**src/rtl/fifo_rr_ctrl.sv**
```systemverilog
// Shares one fifo between NUM_REQ round-robin producers and one valid/ready consumer.
// Owns flush sequencing and the occupancy count that gates push and pop.
//
// state       | meaning
// ST_IDLE     | no word in flight; pop as soon as the fifo holds data
// ST_FETCH    | pop issued last cycle; fifo_dout_i is captured this cycle
// ST_VALID    | m_data_o presented, held until m_ready_i
module fifo_rr_ctrl #(
  parameter int NUM_REQ    = 4,
  parameter int DATA_WIDTH = 16,
  parameter int FIFO_DEPTH = 8,
  parameter int CNT_WIDTH  = 4,
  parameter int ID_WIDTH   = 2
) (
  input  logic                          clk,
  input  logic                          rst_n,
  input  logic [NUM_REQ-1:0]            req_valid_i,
  input  logic [NUM_REQ*DATA_WIDTH-1:0] req_data_i,
  output logic [NUM_REQ-1:0]            req_ready_o,
  input  logic                          flush_req_i,
  output logic                          fifo_push_o,
  output logic [DATA_WIDTH-1:0]         fifo_din_o,
  output logic                          fifo_pop_o,
  output logic                          fifo_flush_o,
  input  logic                          fifo_full_i,
  input  logic                          fifo_empty_i,
  input  logic [DATA_WIDTH-1:0]         fifo_dout_i,
  output logic                          m_valid_o,
  output logic [DATA_WIDTH-1:0]         m_data_o,
  input  logic                          m_ready_i,
  output logic [ID_WIDTH-1:0]           grant_id_o,
  output logic [CNT_WIDTH-1:0]          occupancy_o
);

  typedef enum logic [1:0] {
    ST_IDLE  = 2'd0,
    ST_FETCH = 2'd1,
    ST_VALID = 2'd2
  } rd_state_e;

  localparam logic [CNT_WIDTH-1:0] DEPTH   = CNT_WIDTH'(FIFO_DEPTH);
  localparam logic [ID_WIDTH-1:0]  LAST_ID = ID_WIDTH'(NUM_REQ - 1);

  rd_state_e             state_q, state_d;
  logic                  m_valid_q, m_valid_d;
  logic [DATA_WIDTH-1:0] m_data_q, m_data_d;
  logic [CNT_WIDTH-1:0]  occ_q, occ_d;
  logic [ID_WIDTH-1:0]   grant_q, grant_d;

  logic                  win_found;
  logic [ID_WIDTH-1:0]   win_id;
  logic [ID_WIDTH-1:0]   cand_id;
  int unsigned           cand;
  logic [DATA_WIDTH-1:0] win_data;
  logic                  push_en;
  logic                  pop_en;
  logic                  can_pop;

  // Search starts one past the last grant so every producer gets a turn.
  always_comb begin
    win_found = 1'b0;
    win_id    = grant_q;
    cand      = 0;
    cand_id   = '0;
    for (int k = 1; k <= NUM_REQ; k++) begin
      cand    = (int'(grant_q) + k) % NUM_REQ;
      cand_id = ID_WIDTH'(cand);
      if (!win_found && req_valid_i[cand_id]) begin
        win_found = 1'b1;
        win_id    = cand_id;
      end
    end
  end

  always_comb begin
    win_data = '0;
    for (int i = 0; i < NUM_REQ; i++) begin
      if (ID_WIDTH'(i) == win_id) win_data = req_data_i[i*DATA_WIDTH +: DATA_WIDTH];
    end
  end

  // Push gating uses only registered occupancy, keeping m_ready_i off the req_ready path.
  assign push_en     = rst_n & ~flush_req_i & (occ_q < DEPTH) & ~fifo_full_i & win_found;
  assign req_ready_o = push_en ? (NUM_REQ'(1) << win_id) : '0;
  assign fifo_push_o = push_en;
  assign fifo_din_o  = win_data;
  assign grant_d     = push_en ? win_id : grant_q;

  assign can_pop = (occ_q != '0) & ~fifo_empty_i;

  always_comb begin
    state_d   = state_q;
    m_valid_d = m_valid_q;
    m_data_d  = m_data_q;
    pop_en    = 1'b0;
    if (flush_req_i) begin
      state_d   = ST_IDLE;
      m_valid_d = 1'b0;
    end else begin
      case (state_q)
        ST_IDLE: begin
          if (can_pop) begin
            pop_en  = 1'b1;
            state_d = ST_FETCH;
          end
        end
        ST_FETCH: begin
          m_data_d  = fifo_dout_i;
          m_valid_d = 1'b1;
          state_d   = ST_VALID;
        end
        ST_VALID: begin
          if (m_ready_i) begin
            m_valid_d = 1'b0;
            if (can_pop) begin
              pop_en  = 1'b1;
              state_d = ST_FETCH;
            end else begin
              state_d = ST_IDLE;
            end
          end
        end
        default: state_d = ST_IDLE;
      endcase
    end
  end

  assign fifo_pop_o   = rst_n & pop_en;
  assign fifo_flush_o = rst_n & flush_req_i;

  always_comb begin
    occ_d = occ_q;
    if (flush_req_i) begin
      occ_d = '0;
    end else begin
      case ({push_en, pop_en})
        2'b10:   occ_d = occ_q + CNT_WIDTH'(1);
        2'b01:   occ_d = occ_q - CNT_WIDTH'(1);
        default: occ_d = occ_q;
      endcase
    end
  end

  always_ff @(posedge clk) begin
    if (!rst_n) begin
      state_q   <= ST_IDLE;
      m_valid_q <= 1'b0;
      m_data_q  <= '0;
      occ_q     <= '0;
      grant_q   <= LAST_ID;
    end else begin
      state_q   <= state_d;
      m_valid_q <= m_valid_d;
      m_data_q  <= m_data_d;
      occ_q     <= occ_d;
      grant_q   <= grant_d;
    end
  end

  assign m_valid_o   = m_valid_q;
  assign m_data_o    = m_data_q;
  assign grant_id_o  = grant_q;
  assign occupancy_o = occ_q;

endmodule
```
**config.mk**
```make
export PLATFORM = sky130hd
export DESIGN_NAME = fifo_rr_ctrl
export DESIGN_NICKNAME = d
export VERILOG_FILES = /design/src/rtl/fifo_rr_ctrl.sv
export SDC_FILE = /design/constraint.sdc
export NUM_CORES = 1
export LEC_CHECK = 0
export ABC_AREA = 1
export CELL_PAD_IN_SITES_DETAIL_PLACEMENT = 1
export CELL_PAD_IN_SITES_GLOBAL_PLACEMENT = 1
export CORE_ASPECT_RATIO = 0.7
export CORE_UTILIZATION = 23
export DETAILED_ROUTE_END_ITERATION = 10
export GPL_TIMING_DRIVEN = 0
export PLACE_DENSITY = 0.84
export SETUP_SLACK_MARGIN = 0.4
export SLEW_MARGIN = 20
export SYNTH_ARGS = -nofsm -noshare
export SYNTH_HDL_FRONTEND = slang
export SYNTH_SLANG_ARGS = --single-unit
```
**constraint.sdc**
```tcl
create_clock -name clk -period 2.86 [get_ports clk]
set_input_delay 0.429 -clock clk [delete_from_list [all_inputs] [get_ports clk]]
set_output_delay 0.429 -clock clk [all_outputs]
set_load 0.01 [all_outputs]
```
==> results of run 1 <==
==> sequential cells by signal, indices dropped and copies added, names as in the netlist <==
name and flops:
m_data_o 16, grant_id_o 2, m_valid_o 1, occupancy_o 4, state_q 2
==> power by group <==
part | internal [mW] | total, mW | switching, mW
registers | 0.355 | 0.360 | 0.00546
clock network | 0.191 | 0.315 | 0.125
logic | 0.555 | 1.11 | 0.560
==> repair_timing <==
| item | CTS | global route |
|---|---|---|
| buffers inserted | 21 | 7 |
| endpoints found under the hold margin | 0 | 0 |
| setup endpoints to repair | 26 | 25 |
| gates resized for setup | 136 | 17 |
| pin swaps | 21 | 12 |
| gates cloned | 3 | 1 |
==> how the worst max path moves through the flow <==
stage                    from        endpoint
6_report        grant_id_o[0]  req_ready_o[1]
4_1_cts         grant_id_o[0]  occupancy_o[3]
3_3_place_gp   req_valid_i[0]  fifo_din_o[13]
2_1_floorplan   grant_id_o[1]  occupancy_o[3]
3_5_place_dp   req_valid_i[0]  fifo_din_o[13]
5_1_grt         grant_id_o[0]  occupancy_o[3]
==> layer usage <==
layer  vias up  global-route usage [%]  share of wire [%]
li1       1340                       -                  -
met1      1340                    27.4                 46
met2        70                    37.8                 49
met3        14                    3.95                4.1
met4         0                    2.63                1.3
met5         -                       0                  0
==> cell families after synthesis <==
logic type / synth area share, %
and+or+nand+nor: 44.0
xor gates and xnor gates: 0.442
buffers and inverters: 13.7
AOI/OAI and AO/OA: 13.6
DFF: 25.3
adders and majority gates: 2.91
==> area by class of cell <==
| type | instances | area [um2] | area share [%] |
|---|---|---|---|
| buffer | 18 | 175 | 4.35 |
| multi-input combinational | 206 | 1390 | 34.5 |
| clock buffer | 4 | 78.8 | 1.96 |
| timing repair buffer | 167 | 1600 | 39.6 |
| sequential | 25 | 503 | 12.5 |
| inverter | 38 | 160 | 3.97 |
| tap | 101 | 126 | 3.14 |
==> stage by stage <==
| stage | hold WS (ns) | utilization [%] | setup TNS [ns] | setup slack, ns | power, mW |
|---|---|---|---|---|---|
| floorplan | 0.459 | - | 0 | 0.418 | 0.809 |
| CTS | 0.449 | 48.2 | 0 | 0.189 | 1.71 |
| global route | 0.460 | 49.7 | 0 | 0.0971 | 1.88 |
| detailed placement | 0.442 | 42.7 | -7.34 | -0.423 | 1.25 |
| global placement | 0.433 | 42.7 | -6.20 | -0.362 | 1.22 |
| finish | 0.447 | 49.7 | 0 | 0.212 | 1.79 |
==> worst max-delay path, cell delays in order (launching register included) <==
cell	delay, ns
dfxtp_2	0.36
buf_6	0.15
inv_8	0.06
nand2_4	0.06
nand2_2	0.07
nand2_2	0.10
nand2_4	0.07
nor2_8	0.15
nand4_1	0.22
nand4_4	0.18
inv_1	0.10
nand2_2	0.10
nor2_1	0.05
dlygate4sd2_1	0.29
==> cells in the final DEF, fill, tap and decap left out, drive strengths merged <==
cell and count:
clkdlybuf4s50 109, buf 60, nand2 59, nand3 43, inv 38, nand4 35
dfxtp 25, a21oi 24, o21ai 22, clkbuf 12, nor2 9, dlygate4sd2 6
ha 3, nor4 2, a211oi 2, clkdlybuf4s15 2, nor3 1, a41oi 1
a2111oi 1, or2 1, xnor2 1, o21a 1, fa 1
==> impl_metrics.ini, run 1 <==
[synth]
syn_inst = 287
synth_cell_type_count = 32
syn_nets = 381
yosysSeqAreaShare_pct = 25.3
yosysTopAreaCellShare_pct = 25.3
netlist_top_cells_area = dfxtp_1 (25%), nand4_1 (11%), nand3_1 (9.9%)
yosysMostFrequentCell = nand2_1
synth_edf_count = 0
synth-warning-count = 0
ys_ff_latch = 25
avgSynthCellArea_um2 = 6.90
netlist_area_mm2 = 0.00198
yosysTopAreaCell = dfxtp_1
synthTopCellsByCount = nand2_1 (42), nand3_1 (39), nand4_1 (34)
async_reset_ff_share_pct = 0
ys.flop_type = dfxtp_1

[power]
p_leak_nw = 1.65
vdd_ir_drop_max_mv = 0.266
power.density_mw_per_mm2 = 444

[critical_path]
worstSetupStartpointType = flip-flop
worst-endpoint-required_ns = 2.43
reg2reg_depth = 18
cp-end-kind = output port
cp.arrival_ns = 2.22
reg2reg_slack_ns = 0.25
reg2reg_to = occupancy_o[3]
r2r_start = grant_id_o[0]
path_class = reg -> out
crit_fanout = 7

[detailed_routing]
wl_um = 9890
routed_via_density = 4.94
drt_first_pass_iters = 4
wl_per_cell_um = 17.7
ant_nets = 0
drc = 0
vias = 2764
drt-initial-drc-count = 93

[die]
die_h_um = 79.6
core-area_mm2 = 0.00811
die_width_um = 113
start_util_pct = 24.4
die_area_mm2 = 0.00899
fp-row-count = 27
io_pins = 136

[sta]
relSlewSlack_pct = 69.4
finalSetupViolations = 0
maxSlewViolCount = 0
fmax_mhz = 378
fin_crit_sh_pct = 92.6
rsz0062_at_grt = yes
tightest_slew_ns = 0.459
period_minus_slack_ns = 2.65
skew_ns = 0.00451
hold_viol_final = 0

[global_routing]
grt_pass1_vias = 2948
grtUsageTotal_pct = 21.2
grt_max_degree = 14
grt_overflow = 0
grt_pass1_wl_um = 15100
antenna_found_initial = 0

[hold_path]
hold_path.startpoint = m_data_o[5]
worstHoldPathCells = 2
min_path_type = reg -> reg
min_to = m_data_o[5]

[job]
drv_cap = 0

[final_layout]
antenna_cells = 0
fillers = 999
nNetsFinal = 553
design_area_mm2 = 0.00403
drive_gt1_share_pct = 26.2
syn2layout_area_growth_pct = 103
final_cells = 559

[run_status]
outcome = completed

[placed_design]
hpwl_um = 7170
placed_area_mm2 = 0.00347
place_inst = 523
gp_congestion = 0.818
portBuffers = 135

[clock_tree]
hold_buffers = 0
clk_pin_slew_ns = 0.07
cts_buffers = 3
cts.path.max_buffers = 2
clock-root-buffer = clkbuf_16
h-tree-depth = 1
clk_latency_ns = 0.26
numClockSinks = 25
cts_tree = yes
(Power assumes the default switching activity.)
==> inputs of run 2 (changes only) <==
Settings changed: CORE_UTILIZATION 23 to 24, CTS_BUF_LIST set to sky130_fd_sc_hd__clkbuf_4 sky130_fd_sc_hd__clkbuf_8, PLACE_DENSITY 0.84 to 0.87, REMOVE_ABC_BUFFERS set to 1.
==> impl_metrics.ini, run 2 (synthesized netlist as in run 1, its figures left out) <==
[run_status]
outcome = completed

[critical_path]
r2r_start = grant_id_o[0]
worstSetupStartpointType = flip-flop
crit_fanout = 8
path_class = reg -> out
cp-end-kind = output port
cp.arrival_ns = 2.25
reg2reg_slack_ns = 0.33
reg2reg_depth = 17
reg2reg_to = occupancy_o[3]
worst-endpoint-required_ns = 2.43

[placed_design]
place_inst = 505
post-place-ws_ns = -0.852
placed_area_mm2 = 0.00334
hpwl_um = 5930
gp_congestion = 0.814
portBuffers = 135

[sta]
fmax_mhz = 373
rsz0062_at_grt = yes
relSlewSlack_pct = 66.8
holdWs_ns = 0.449
finalSetupViolations = 0
tightest_slew_ns = 0.498
setup_ws_ns = 0.181
fin_crit_sh_pct = 93.7
maxSlewViolCount = 0
skew_ns = 0.00917
period_minus_slack_ns = 2.68
hold_viol_final = 0

[clock_tree]
h-tree-depth = 1
clk_latency_ns = 0.28
hold_buffers = 0
cts.path.max_buffers = 2
numClockSinks = 25
cts_tree = yes
cts_buffers = 3
clk_pin_slew_ns = 0.09
clock-root-buffer = clkbuf_8

[global_routing]
antenna_found_initial = 0
grt_pass1_vias = 3037
grt_overflow = 0
grt_max_degree = 33
grt_pass1_wl_um = 14900
grtUsageTotal_pct = 21.6

[detailed_routing]
wl_per_cell_um = 17.2
drt_first_pass_iters = 4
drc = 0
ant_nets = 0
drt-initial-drc-count = 111
routed_via_density = 4.99
vias = 2798
wl_um = 9670

[power]
seqPwrFrac_pct = 21.4
switching_share_pct = 41.6
p_int_mw = 0.987
power_mw = 1.69
combPwrFrac_pct = 65.5
power.density_mw_per_mm2 = 420
pwr-share-clk_pct = 13.1
p_leak_nw = 1.64
vdd_ir_drop_max_mv = 0.194
p_switching_mw = 0.703

[job]
drv_cap = 0

[final_layout]
syn2layout_area_growth_pct = 103
final_cell_mix = clkdlybuf4s50_1 (108), nand3_1 (39), nand4_1 (34), inv_1 (32), nand2_1 (31)
antenna_cells = 0
nNetsFinal = 555
largest_reg_flops = 16
final_common_cell = clkdlybuf4s50_1
design_area_mm2 = 0.00403
drive_gt1_share_pct = 28.7
final_cells = 561

[die]
die_area_mm2 = 0.00863
start_util_pct = 24.9
fp-row-count = 27
core-area_mm2 = 0.00794
die_width_um = 111
io_pins = 136
die_h_um = 78.0

[hold_path]
min_to = m_data_o[10]
hold_path.startpoint = m_data_o[10]
worstHoldPathCells = 2
min_path_type = reg -> reg
## run 2: how the worst max path moves through the flow
stage / slack [ns] / startpoint / end
floorplan: 0.18 / grant_id_o[0] / occupancy_o[3]
CTS: 0.25 / grant_id_o[0] / fifo_din_o[15]
global placement: -0.69 / rst_n / occupancy_o[3]
finish: 0.18 / grant_id_o[0] / fifo_din_o[6]
global route: 0.06 / grant_id_o[0] / fifo_din_o[13]
detailed placement: -0.85 / rst_n / occupancy_o[3]
## run 2: cell type report
cell class | instances | area (um2)
clock buffer | 3 | 41.3
clock inverter | 1 | 7.51
fill | 972 | 3910
inverter | 38 | 163
multi-input combinational | 212 | 1500
sequential | 25 | 508
tap | 101 | 126
timing repair buffer | 181 | 1690
## run 2: per-stage QoR
stage                     util, %  setup TNS (ns)
after global placement       42.1          -12.85
final                        50.7               0
after detailed placement     42.1          -13.91
after floorplan                 -               0
after CTS                    49.5               0
after global routing         50.7               0
## run 2: worst max-delay path: stages, from the launching register on
cell,delay (ns)
dfxtp_4,0.42
inv_8,0.07
nand2_4,0.06
nand2_4,0.07
nand2_4,0.10
nand2_4,0.09
inv_4,0.07
nand3_4,0.11
nand3_4,0.16
nand2_8,0.11
nor2_4,0.22
buf_6,0.14
buf_4,0.10
nand2_1,0.05
nand4_1,0.07
buf_2,0.13
## run 2: power by group through the flow
stage / registers, mW / logic, mW / clock network, mW
2_1_floorplan: 0.372 / 0.378 / 0
3_3_place_gp: 0.371 / 0.767 / 0
6_report: 0.362 / 1.11 / 0.221
3_5_place_dp: 0.372 / 0.784 / 0
5_1_grt: 0.363 / 1.18 / 0.239
4_1_cts: 0.362 / 1.02 / 0.230
## run 2: metal layers
layer  track usage (%)  vias to the layer above  part of all wire (%)
li1                  -                     1349                     -
met1              24.8                     1341                    42
met2              40.8                       86                    51
met3              3.83                       22                   4.3
met4              6.00                        0                   2.5
met5                 0                        -                     0
## run 2: what timing repair did
item / in CTS / in global routing
gates cloned: 6 / 0
pin swaps: 21 / 10
setup buffers: 41 / 5
endpoints found under the setup margin: 27 / 23
resized for setup: 133 / 28
hold endpoints to repair: 0 / 0
